==> src/rtl/shift_seq_ctrl_if.sv <==
// Parallel/serial handshake bundle for shift_seq_ctrl; slave = sequencer, master = producer/consumer side.
interface shift_seq_ctrl_if #(parameter int WIDTH = 4);
  logic             in_valid;
  logic             in_ready;
  logic [WIDTH-1:0] in_data;
  logic             sin;
  logic             sout;
  logic             shift_tick;
  logic             busy;
  logic             out_valid;
  logic             out_ready;
  logic [WIDTH-1:0] out_data;

  modport slave (
    input  in_valid, in_data, sin, out_ready,
    output in_ready, sout, shift_tick, busy, out_valid, out_data
  );

  modport master (
    output in_valid, in_data, sin, out_ready,
    input  in_ready, sout, shift_tick, busy, out_valid, out_data
  );
endinterface

==> src/rtl/shift_seq_ctrl.sv <==
// Full-duplex shift sequencer: word in, WIDTH bits out/in at one bit per CLK_DIV cycles, word out; held until out_ready.
// SHIFT_SEQ_LSB_FIRST_EN selects LSB-first transmit/receive (default MSB-first).
module shift_seq_ctrl #(
  parameter int WIDTH   = 4,
  parameter int CLK_DIV = 1
) (
  input  logic          clk,
  input  logic          rst,
  shift_seq_ctrl_if.slave bus
);
  localparam int BW = $clog2(WIDTH + 1);
  localparam int DW = (CLK_DIV > 1) ? $clog2(CLK_DIV) : 1;
  localparam logic [BW-1:0] BIT_LAST = BW'(WIDTH - 1);
  localparam logic [DW-1:0] DIV_LAST = DW'(CLK_DIV - 1);

  typedef enum logic [1:0] {IDLE, SHIFT, DONE} state_e;

  state_e           state_q, state_d;
  logic [WIDTH-1:0] tx_q, tx_d;
  logic [WIDTH-1:0] rx_q, rx_d;
  logic [WIDTH-1:0] out_data_q, out_data_d;
  logic             out_valid_q, out_valid_d;
  logic [BW-1:0]    bit_cnt_q, bit_cnt_d;
  logic [DW-1:0]    div_cnt_q, div_cnt_d;

  logic [WIDTH-1:0] tx_shift;
  logic [WIDTH-1:0] rx_next;
  logic             tx_bit;
  logic             tick;

`ifdef SHIFT_SEQ_LSB_FIRST_EN
  assign tx_bit   = tx_q[0];
  assign tx_shift = {1'b0, tx_q[WIDTH-1:1]};
  assign rx_next  = {bus.sin, rx_q[WIDTH-1:1]};
`else
  assign tx_bit   = tx_q[WIDTH-1];
  assign tx_shift = {tx_q[WIDTH-2:0], 1'b0};
  assign rx_next  = {rx_q[WIDTH-2:0], bus.sin};
`endif

  assign tick           = (state_q == SHIFT) && (div_cnt_q == DIV_LAST);
  assign bus.shift_tick = tick;
  // Gate with state so sout is quiet outside SHIFT regardless of tx_q contents.
  assign bus.sout       = (state_q == SHIFT) & tx_bit;
  assign bus.in_ready   = (state_q == IDLE);
  assign bus.busy       = (state_q != IDLE);
  assign bus.out_valid  = out_valid_q;
  assign bus.out_data   = out_data_q;

  always_comb begin
    state_d     = state_q;
    tx_d        = tx_q;
    rx_d        = rx_q;
    bit_cnt_d   = bit_cnt_q;
    div_cnt_d   = div_cnt_q;
    out_valid_d = out_valid_q;
    out_data_d  = out_data_q;
    case (state_q)
      IDLE: begin
        if (bus.in_valid) begin
          tx_d      = bus.in_data;
          rx_d      = '0;
          bit_cnt_d = '0;
          div_cnt_d = '0;
          state_d   = SHIFT;
        end
      end
      SHIFT: begin
        if (tick) begin
          tx_d      = tx_shift;
          rx_d      = rx_next;
          bit_cnt_d = bit_cnt_q + 1'b1;
          div_cnt_d = '0;
          if (bit_cnt_q == BIT_LAST) begin
            out_data_d  = rx_next;
            out_valid_d = 1'b1;
            state_d     = DONE;
          end
        end else begin
          div_cnt_d = div_cnt_q + 1'b1;
        end
      end
      DONE: begin
        if (bus.out_ready) begin
          out_valid_d = 1'b0;
          state_d     = IDLE;
        end
      end
      default: state_d = IDLE;
    endcase
  end

  always_ff @(posedge clk) begin
    if (!rst) begin
      state_q     <= IDLE;
      tx_q        <= '0;
      rx_q        <= '0;
      bit_cnt_q   <= '0;
      div_cnt_q   <= '0;
      out_valid_q <= 1'b0;
      out_data_q  <= '0;
    end else begin
      state_q     <= state_d;
      tx_q        <= tx_d;
      rx_q        <= rx_d;
      bit_cnt_q   <= bit_cnt_d;
      div_cnt_q   <= div_cnt_d;
      out_valid_q <= out_valid_d;
      out_data_q  <= out_data_d;
    end
  end
endmodule

==> src/flat_wrapper.sv <==
// flat-port wrapper written by rule: the top's interface ports become plain ports
module shift_seq_ctrl_flat 
#(
  parameter int WIDTH   = 4,
  parameter int CLK_DIV = 1
)
  (clk, rst, bus_in_valid, bus_in_data, bus_sin, bus_out_ready, bus_in_ready, bus_sout, bus_shift_tick, bus_busy, bus_out_valid, bus_out_data);
  shift_seq_ctrl_if #(.WIDTH(WIDTH)) bus_i ();
  input  logic clk;
  input  logic rst;
  input wire logic [$bits(bus_i.in_valid)-1:0] bus_in_valid;
  input wire logic [$bits(bus_i.in_data)-1:0] bus_in_data;
  input wire logic [$bits(bus_i.sin)-1:0] bus_sin;
  input wire logic [$bits(bus_i.out_ready)-1:0] bus_out_ready;
  output wire logic [$bits(bus_i.in_ready)-1:0] bus_in_ready;
  output wire logic [$bits(bus_i.sout)-1:0] bus_sout;
  output wire logic [$bits(bus_i.shift_tick)-1:0] bus_shift_tick;
  output wire logic [$bits(bus_i.busy)-1:0] bus_busy;
  output wire logic [$bits(bus_i.out_valid)-1:0] bus_out_valid;
  output wire logic [$bits(bus_i.out_data)-1:0] bus_out_data;
  assign bus_i.in_valid = bus_in_valid;
  assign bus_i.in_data = bus_in_data;
  assign bus_i.sin = bus_sin;
  assign bus_i.out_ready = bus_out_ready;
  assign bus_in_ready = bus_i.in_ready;
  assign bus_sout = bus_i.sout;
  assign bus_shift_tick = bus_i.shift_tick;
  assign bus_busy = bus_i.busy;
  assign bus_out_valid = bus_i.out_valid;
  assign bus_out_data = bus_i.out_data;
  shift_seq_ctrl #(.WIDTH(WIDTH), .CLK_DIV(CLK_DIV)) u_core (.clk(clk), .rst(rst), .bus(bus_i));
endmodule
==> config.mk <==
export PLATFORM = sky130hd
export DESIGN_NAME = shift_seq_ctrl_flat
export DESIGN_NICKNAME = d
export VERILOG_FILES = /design/src/rtl/shift_seq_ctrl_if.sv /design/src/rtl/shift_seq_ctrl.sv /design/src/flat_wrapper.sv
export SDC_FILE = /design/constraint.sdc
export NUM_CORES = 1
export LEC_CHECK = 0
export CAP_MARGIN = 0
export CELL_PAD_IN_SITES_DETAIL_PLACEMENT = 1
export CELL_PAD_IN_SITES_GLOBAL_PLACEMENT = 1
export CORE_UTILIZATION = 38
export CTS_CLUSTER_DIAMETER = 30
export DETAILED_ROUTE_END_ITERATION = 10
export PLACE_DENSITY = 0.79
export SLEW_MARGIN = 20
export SYNTH_ARGS = -nofsm -noshare
export SYNTH_HDL_FRONTEND = slang
export SYNTH_SLANG_ARGS = --single-unit
==> constraint.sdc <==
create_clock -name clk -period 3.25 [get_ports clk]
set_clock_uncertainty 0.1 [all_clocks]
set_input_delay 0.65 -clock clk [delete_from_list [all_inputs] [get_ports clk]]
set_output_delay 0.65 -clock clk [all_outputs]
set_load 0.01 [all_outputs]
=== After elaboration in Yosys (flattened, before gate mapping) ===
Cells that the tools add are included.

* Input port bits: 9
* Output and inout bits: 9
* Bits in registers: 18
* Logic and storage cells: 49

* Add/subtract/negate cells: 2
* Mux-type cells: 21
* Equality and inequality tests: 7
* Bitwise logic cells: 2
* Reductions and logical operators: 10

{| class="wikitable"
|+ Operator list
! kind !! count
|-
| 3-bit 2-to-1 mux || 4
|-
| 3-bit case mux with 2 select lines || 2
|-
| 2-bit 2-to-1 mux || 4
|-
| 4-bit 2-to-1 mux || 2
|-
| 2-bit inequality test (second input constant) || 4
|-
| 4-bit case mux with 2 select lines || 1
|-
| 4-bit AND reduction || 2
|-
| 2-bit case mux with 3 select lines || 1
|-
| 3-bit AND reduction || 2
|-
| 2-bit nonzero test || 3
|-
| 1-bit 2-to-1 mux || 5
|-
| 1-bit case mux with 2 select lines || 2
|-
| 3-bit by 1-bit adder with 3-bit output (second input constant) || 1
|-
| 3-bit by 2-bit == test with 1-bit output (second input constant) || 1
|-
| 2-bit by 1-bit == test with 1-bit output (second input constant) || 1
|-
| 2-bit == test (second input constant) || 1
|-
| 2-bit logical NOT || 1
|-
| 2-bit AND reduction || 1
|-
| 1-bit adder (second input constant) || 1
|-
| 1-bit bitwise AND || 1
|-
| 1-bit logical AND || 1
|-
| 1-bit NOT || 1
|}

=== Longest topological paths before layout ===
Gate-level depths: netlist (run 1).

* Depth after elaboration: 4
* Gate-level depth with buffers: 6
* Gate-level depth less buffers: 4

=== Least setup slack after synthesis (run 1) ===
OpenSTA, ideal clock, no wires.

* Kind: register to output
* Start: reg u_core.state_q[0]
* End: out bus_shift_tick
* Required time: 2,500 ps
* Path buffers: 2
* Data arrival time: 968 ps
* Cell stages (with the launch flop): 5
* Path slack: 1,532 ps
* Cell sequence: dfxtp_1 -> buf_4 -> or3b_1 -> buf_6 -> clkinv_4

* Longest elaborated chain between the ends: 2

{| class="wikitable"
|+ RTL lines
! what !! RTL line !! RTL
|-
| start: declaration || shift_seq_ctrl.sv:18 || <nowiki>state_e state_q, state_d;</nowiki>
|-
| start signal: assignment || shift_seq_ctrl.sv:103 || <nowiki>state_q <= state_d;</nowiki>
|-
| 2-bit by 1-bit == test with 1-bit output || shift_seq_ctrl.sv:41 || <nowiki>assign tick = (state_q == SHIFT) && (div_cnt_q == DIV_LAST);</nowiki>
|-
| 1-bit logical AND || shift_seq_ctrl.sv:41 ||
|-
| end: declaration || flat_wrapper.sv:17 || <nowiki>output wire logic [$bits(bus_i.shift_tick)-1:0] bus_shift_tick;</nowiki>
|}

Every way passes these cells.

=== Worst setup path in the final report (run 1) ===
Ends and elaborated chain as after synthesis.

==> results of run 1 <==
-- path summary, 6_finish.rpt --
path / to / startpoint / cells after the start
min reg2reg: u_core.tx_q[2] / u_core.tx_q[2] / 2
max reg2reg: u_core.bus.out_data[1] / u_core.state_q[0] / 4
max: bus_shift_tick / u_core.state_q[0] / 3
min: u_core.tx_q[2] / u_core.tx_q[2] / 2
-- layout make-up --
| cell class | count | area [µm²] |
|---|---|---|
| fillers | 218 | 826 |
| flip-flops and latches | 18 | 360 |
| repair buffers | 18 | 178 |
| well taps | 25 | 31.3 |
| clock buffers | 4 | 36.3 |
| multi-input cells | 51 | 339 |
| inverters | 7 | 31.3 |
-- power by group --
part	total [µW]	leakage, µW	internal (µW)	switching, µW
logic	52.1	0.000243	26.7	25.4
clock network	135	0.0000210	68.2	67.3
registers	234	0.000147	228	5.52
-- metal layers --
layer / up-vias / track usage
met2: 10 / 0.314
met1: 296 / 0.194
met4: 0 / 0.0857
met3: 2 / 0.0346
met5: - / 0
li1: 322 / -
-- cells in the final DEF (no fill, tap or decap) --
cell type and count:
dfxtp_1 18, clkdlybuf4s50_1 17, nand2_1 12, a21oi_1 7, inv_1 6, mux2i_1 4
o221ai_1 3, o22ai_1 3, clkbuf_4 3, nor2_1 2, nor2b_1 2, o21ai_1 2
or3b_2 2, ha_1 2, or3b_1 1, clkinv_4 1, nor3b_1 1, o21ba_2 1
nand2_4 1, nand3b_1 1, o21bai_1 1, o32ai_1 1, o211a_1 1, nand3_1 1
a21o_1 1, a32oi_1 1, a2111oi_0 1, clkbuf_8 1, buf_4 1
-- metrics by stage --
stage	hold WS, ps	power [µW]	setup WS (ps)	instances
3_3_place_gp	338	290	886	119
3_5_place_dp	351	292	824	119
5_1_grt	384	443	409	123
6_report	365	421	509	123
2_1_floorplan	324	270	1530	81
4_1_cts	366	426	491	123
-- flip-flops by register name (all words and copies together) (netlist names) --
register and flops:
u_core.rx_q 3, u_core.state_q 2, u_core.bit_cnt_q 3, u_core.tx_q 4, u_core.div_cnt_q 1, u_core.bus.out_data 4, u_core.bus.out_valid 1
-- cell families after synthesis --
group	after synthesis
buffers and inverters	12
multiplexers	4
adder cells (fa/ha/maj)	2
flip-flops	18
AND/OR/NAND/NOR	23
AO/OA/AOI/OAI	22
-- critical path, stage by stage (launching register included) --
cell and delay [ps]:
dfxtp_1 490, or3b_1 550, clkinv_4 120, clkdlybuf4s50_1 530
==> impl_metrics.toml, run 1 <==
[status]
status = "complete, no violations"

[route]
route.met3.wl_um = 51
first_iter_violations = 2
dr_total_vias = 630
post_drt_wl_per_cell_um = 13.2
postRouteWirelength_um = 1630
ant_nets = 0
dr.pass1.iters = 2
via_per_inst = 5.12
wl_met2_um = 814
m1WireLength_um = 743
drc = 0
top_layer = "met4"

[place]
place.gp.congestion = 0.758
hpwl_um = 1260
placement.cell_area_um2 = 940
io_buffer_count = 17

[clocking]
cts_setup_buffers = 0
cts_buffers = 3
htree_levels = 1
post_cts_resized = 0
cts_root_buf = "clkbuf_4"
worstSkewPairLatency_ps = 280
clockBufferDepth = 2
clk_pin_slew_ps = 100
clock_sinks = 18
cts_tree = "done"
cts_hold_buf = 0

[timing]
rsz0062_at_grt = "false"
fin_crit_sh = 0.844
tns_ps = 0
slew_headroom = 0.763
hold_viol = 0
setup_violations = 0
max_freq_mhz = 365
finalCriticalPeriod_ps = 2740
slew_violations = 0
worst_pin_slew_ps = 355

[synthesis]
ys_types = 29
synth-compound-area-share = 0.199
synth-seq-cells = 18
muxShareOfSynthArea = 0.0525
synth_most_common_cell = "dfxtp_1"
ys_seq_area_frac = 0.473
async_reset_ff_frac = 0
ys_top_cells_by_area = "dfxtp_1 47%, nand2_1 5.9%, mux2i_1 5.3%"
ys.flop_type = "dfxtp_1"
synth_nets = 92
synth-edff-count = 0
synthesis.area_um2 = 762
yosys-top-cells-count = "18 x dfxtp_1, 12 x nand2_1, 7 x a21oi_1, 6 x inv_1, 4 x mux2i_1"
synth_top_family_by_area = "compound AO/OA/AOI/OAI gates"
synthAdderAreaFrac = 0.0328
synth_xor_area_frac = 0
yosysWarnings = 0
avgSynthCellArea_um2 = 9.41
synth_top_area_share = 0.473
synth-simple-area-share = 0.161
synth_cells = 81
yosysTopAreaCell = "dfxtp_1"

[global_route]
grt_use_total = 0.174
antenna_found_initial = 0
grt_start_max_net_pins = 12
grt_pass1_vias = 635
overflow = 0
grt_pass1_wl_um = 2620

[critical_path]
arrival_ps = 1990
cp_max_fo = 10
reg2reg_slack_ps = 1660
worstPathRequired_ps = 2500
cp-end-kind = "output port"
start_kind = "flop"
crit_type = "flop to output port"

[floorplan]
chipHeight_um = 46.8
start_util = 0.423
die_area_um2 = 2190
ios = 18
core_um2 = 1800
rows = 15
die_w_um = 46.8

[finish]
design_area_um2 = 976
final_core_util = 0.542
final_nets = 110
area_growth_pct = 28.1
diodes = 0
drive_gt1_frac = 0.102

[flow_run]
maxCapViolCount = 0

[min_path]
min_path_type = "flop to flop"

[power]
p_leak_uw = 0.000411
power_density_nw_per_um2 = 432
ir_drop_uv = 272
Power figures use the tool's default switching activity.
==> run 2: changes to the inputs <==
--- a/config.mk
+++ b/config.mk
@@ -8,10 +8,10 @@
 export CAP_MARGIN = 0
 export CELL_PAD_IN_SITES_DETAIL_PLACEMENT = 1
 export CELL_PAD_IN_SITES_GLOBAL_PLACEMENT = 1
-export CORE_UTILIZATION = 38
+export CORE_UTILIZATION = 35
 export CTS_CLUSTER_DIAMETER = 30
 export DETAILED_ROUTE_END_ITERATION = 10
-export PLACE_DENSITY = 0.79
+export PLACE_DENSITY = 0.73
 export SLEW_MARGIN = 20
 export SYNTH_ARGS = -nofsm -noshare
 export SYNTH_HDL_FRONTEND = slang
==> constraint.sdc (replaced) <==
create_clock -name clk -period 2.6 [get_ports clk]
set_clock_uncertainty 0.1 [all_clocks]
set_input_delay 0.52 -clock clk [delete_from_list [all_inputs] [get_ports clk]]
set_output_delay 0.52 -clock clk [all_outputs]
set_load 0.01 [all_outputs]
==> impl_metrics.toml, run 2 (synthesized netlist as in run 1, its figures left out) <==
[critical_path]
crit_type = "flop to output port"
timing.rr.end = "u_core.bus.out_data[2]"
arrival_ps = 1880
worstPathRequired_ps = 1980
start_kind = "flop"
cp-end-kind = "output port"
reg2reg_slack_ps = 1120
cp_max_fo = 10
r2r_cells = 4
r2r_start = "u_core.state_q[0]"

[floorplan]
ios = 18
core_um2 = 2000
chipHeight_um = 48.7
start_util = 0.381
rows = 16
die_w_um = 48.7
die_area_um2 = 2370

[route]
postRouteWirelength_um = 1630
first_iter_violations = 1
dr_total_vias = 628
via_per_inst = 5.02
post_drt_wl_per_cell_um = 13.0
dr.pass1.iters = 4
drc = 0
ant_nets = 0

[finish]
final_cell_mix = "18 x dfxtp_1, 17 x clkdlybuf4s50_1, 12 x nand2_1"
area_growth_pct = 28.7
diodes = 0
final_core_util = 0.490
drive_gt1_frac = 0.112
fillers = 240
final_nets = 110
final_cells = 125
final_common_cell = "dfxtp_1"

[global_route]
antenna_found_initial = 0
grt_use_total = 0.159
grt_pass1_wl_um = 2840
grt_pass1_vias = 645
overflow = 0
grt_start_max_net_pins = 17

[power]
p_int_uw = 405
ir_drop_uv = 349
power_density_nw_per_um2 = 541
p_comb_frac = 0.126
netSwitchingFraction = 0.236
p_leak_uw = 0.000412
seqPwrFrac = 0.550
clkPwrFrac = 0.324
netSwitchingPower_uw = 125
power.total_uw = 530

[min_path]
whs_endpoint = "u_core.bit_cnt_q[1]"
min_path_type = "flop to flop"
hold_depth = 2
min_from = "u_core.bit_cnt_q[1]"

[place]
place.gp.congestion = 0.816
io_buffer_count = 17
hpwl_um = 1220
dp.cells = 121
dp_slack_ps = 336

[timing]
slew_headroom = 0.798
fin_crit_sh = 0.962
max_freq_mhz = 400
layout_setup_ws_ps = 98.6
setup_violations = 0
hold_viol = 0
rsz0062_at_grt = "false"
worst_pin_slew_ps = 295
slew_violations = 0
tns_ps = 0
finalCriticalPeriod_ps = 2500

[clocking]
htree_levels = 1
cts_tree = "done"
cts_buffers = 3
clock_sinks = 18
clk_pin_slew_ps = 100
clockBufferDepth = 2
cts_root_buf = "clkbuf_4"
cts_hold_buf = 0
worstSkewPairLatency_ps = 290

[status]
status = "complete, no violations"

[flow_run]
maxCapViolCount = 0
run 2: cell counts in the layout (fill, tap and decap cells not counted):
No cell type changed its count.
run 2: layout make-up:
cell class                 instances  area, µm²  share of cell area
inverter                           7       31.3              0.0319
clock buffer                       4       36.3              0.0370
sequential                        18        360               0.367
tap                               27       33.8              0.0344
timing repair buffer              18        178               0.181
multi-input combinational         51        342               0.348
run 2: worst max-delay path by stage:
| stage | from | endpoint | cells past startpoint |
|---|---|---|---|
| finish | u_core.state_q[0] | bus_shift_tick | 3 |
| global route | u_core.state_q[0] | bus_shift_tick | 3 |
| CTS | u_core.state_q[0] | bus_shift_tick | 3 |
| detailed placement | u_core.state_q[0] | bus_shift_tick | 3 |
| global placement | u_core.state_q[0] | bus_shift_tick | 3 |
| floorplan | u_core.state_q[0] | bus_shift_tick | 4 |
run 2: layer usage:
layer	wire, µm	track usage
met1	708	0.167
met5	0	0
met4	44	0.103
met2	809	0.287
met3	63	0.0314
run 2: stage by stage:
| stage | instance area, µm² | hold WS (ps) |
|---|---|---|
| finish | 981 | 359 |
| global route | 981 | 387 |
| CTS | 981 | 363 |
| detailed placement | 942 | 350 |
| global placement | 942 | 337 |
| floorplan | 762 | 324 |
run 2: worst max-delay path, stage by stage (launching register included):
cell and delay, ps:
dfxtp_1 470, or3b_4 490, clkinv_4 90, clkdlybuf4s50_1 530
run 2: what timing repair did:
item,CTS,global route
buffers inserted,0,0
endpoints found under the setup margin,1,0
resized for setup,1,0
run 2: power by group through the flow:
stage / Clock [µW] / Combinational (µW) / Sequential, µW
finish: 172 / 66.8 / 292
global route: 194 / 73.8 / 294
CTS: 181 / 67.8 / 292
detailed placement: 0 / 66.4 / 298
global placement: 0 / 64.9 / 298
floorplan: 0 / 41.9 / 295
==> run 3: changes to the inputs <==
--- a/config.mk
+++ b/config.mk
@@ -9,7 +9,7 @@
 export CELL_PAD_IN_SITES_DETAIL_PLACEMENT = 1
 export CELL_PAD_IN_SITES_GLOBAL_PLACEMENT = 1
 export CORE_UTILIZATION = 35
-export CTS_CLUSTER_DIAMETER = 30
+export CTS_CLUSTER_DIAMETER = 120
 export DETAILED_ROUTE_END_ITERATION = 10
 export PLACE_DENSITY = 0.73
 export SLEW_MARGIN = 20
==> results of run 3 <==
Final layout, timing and power as in run 2 (identical DEF).
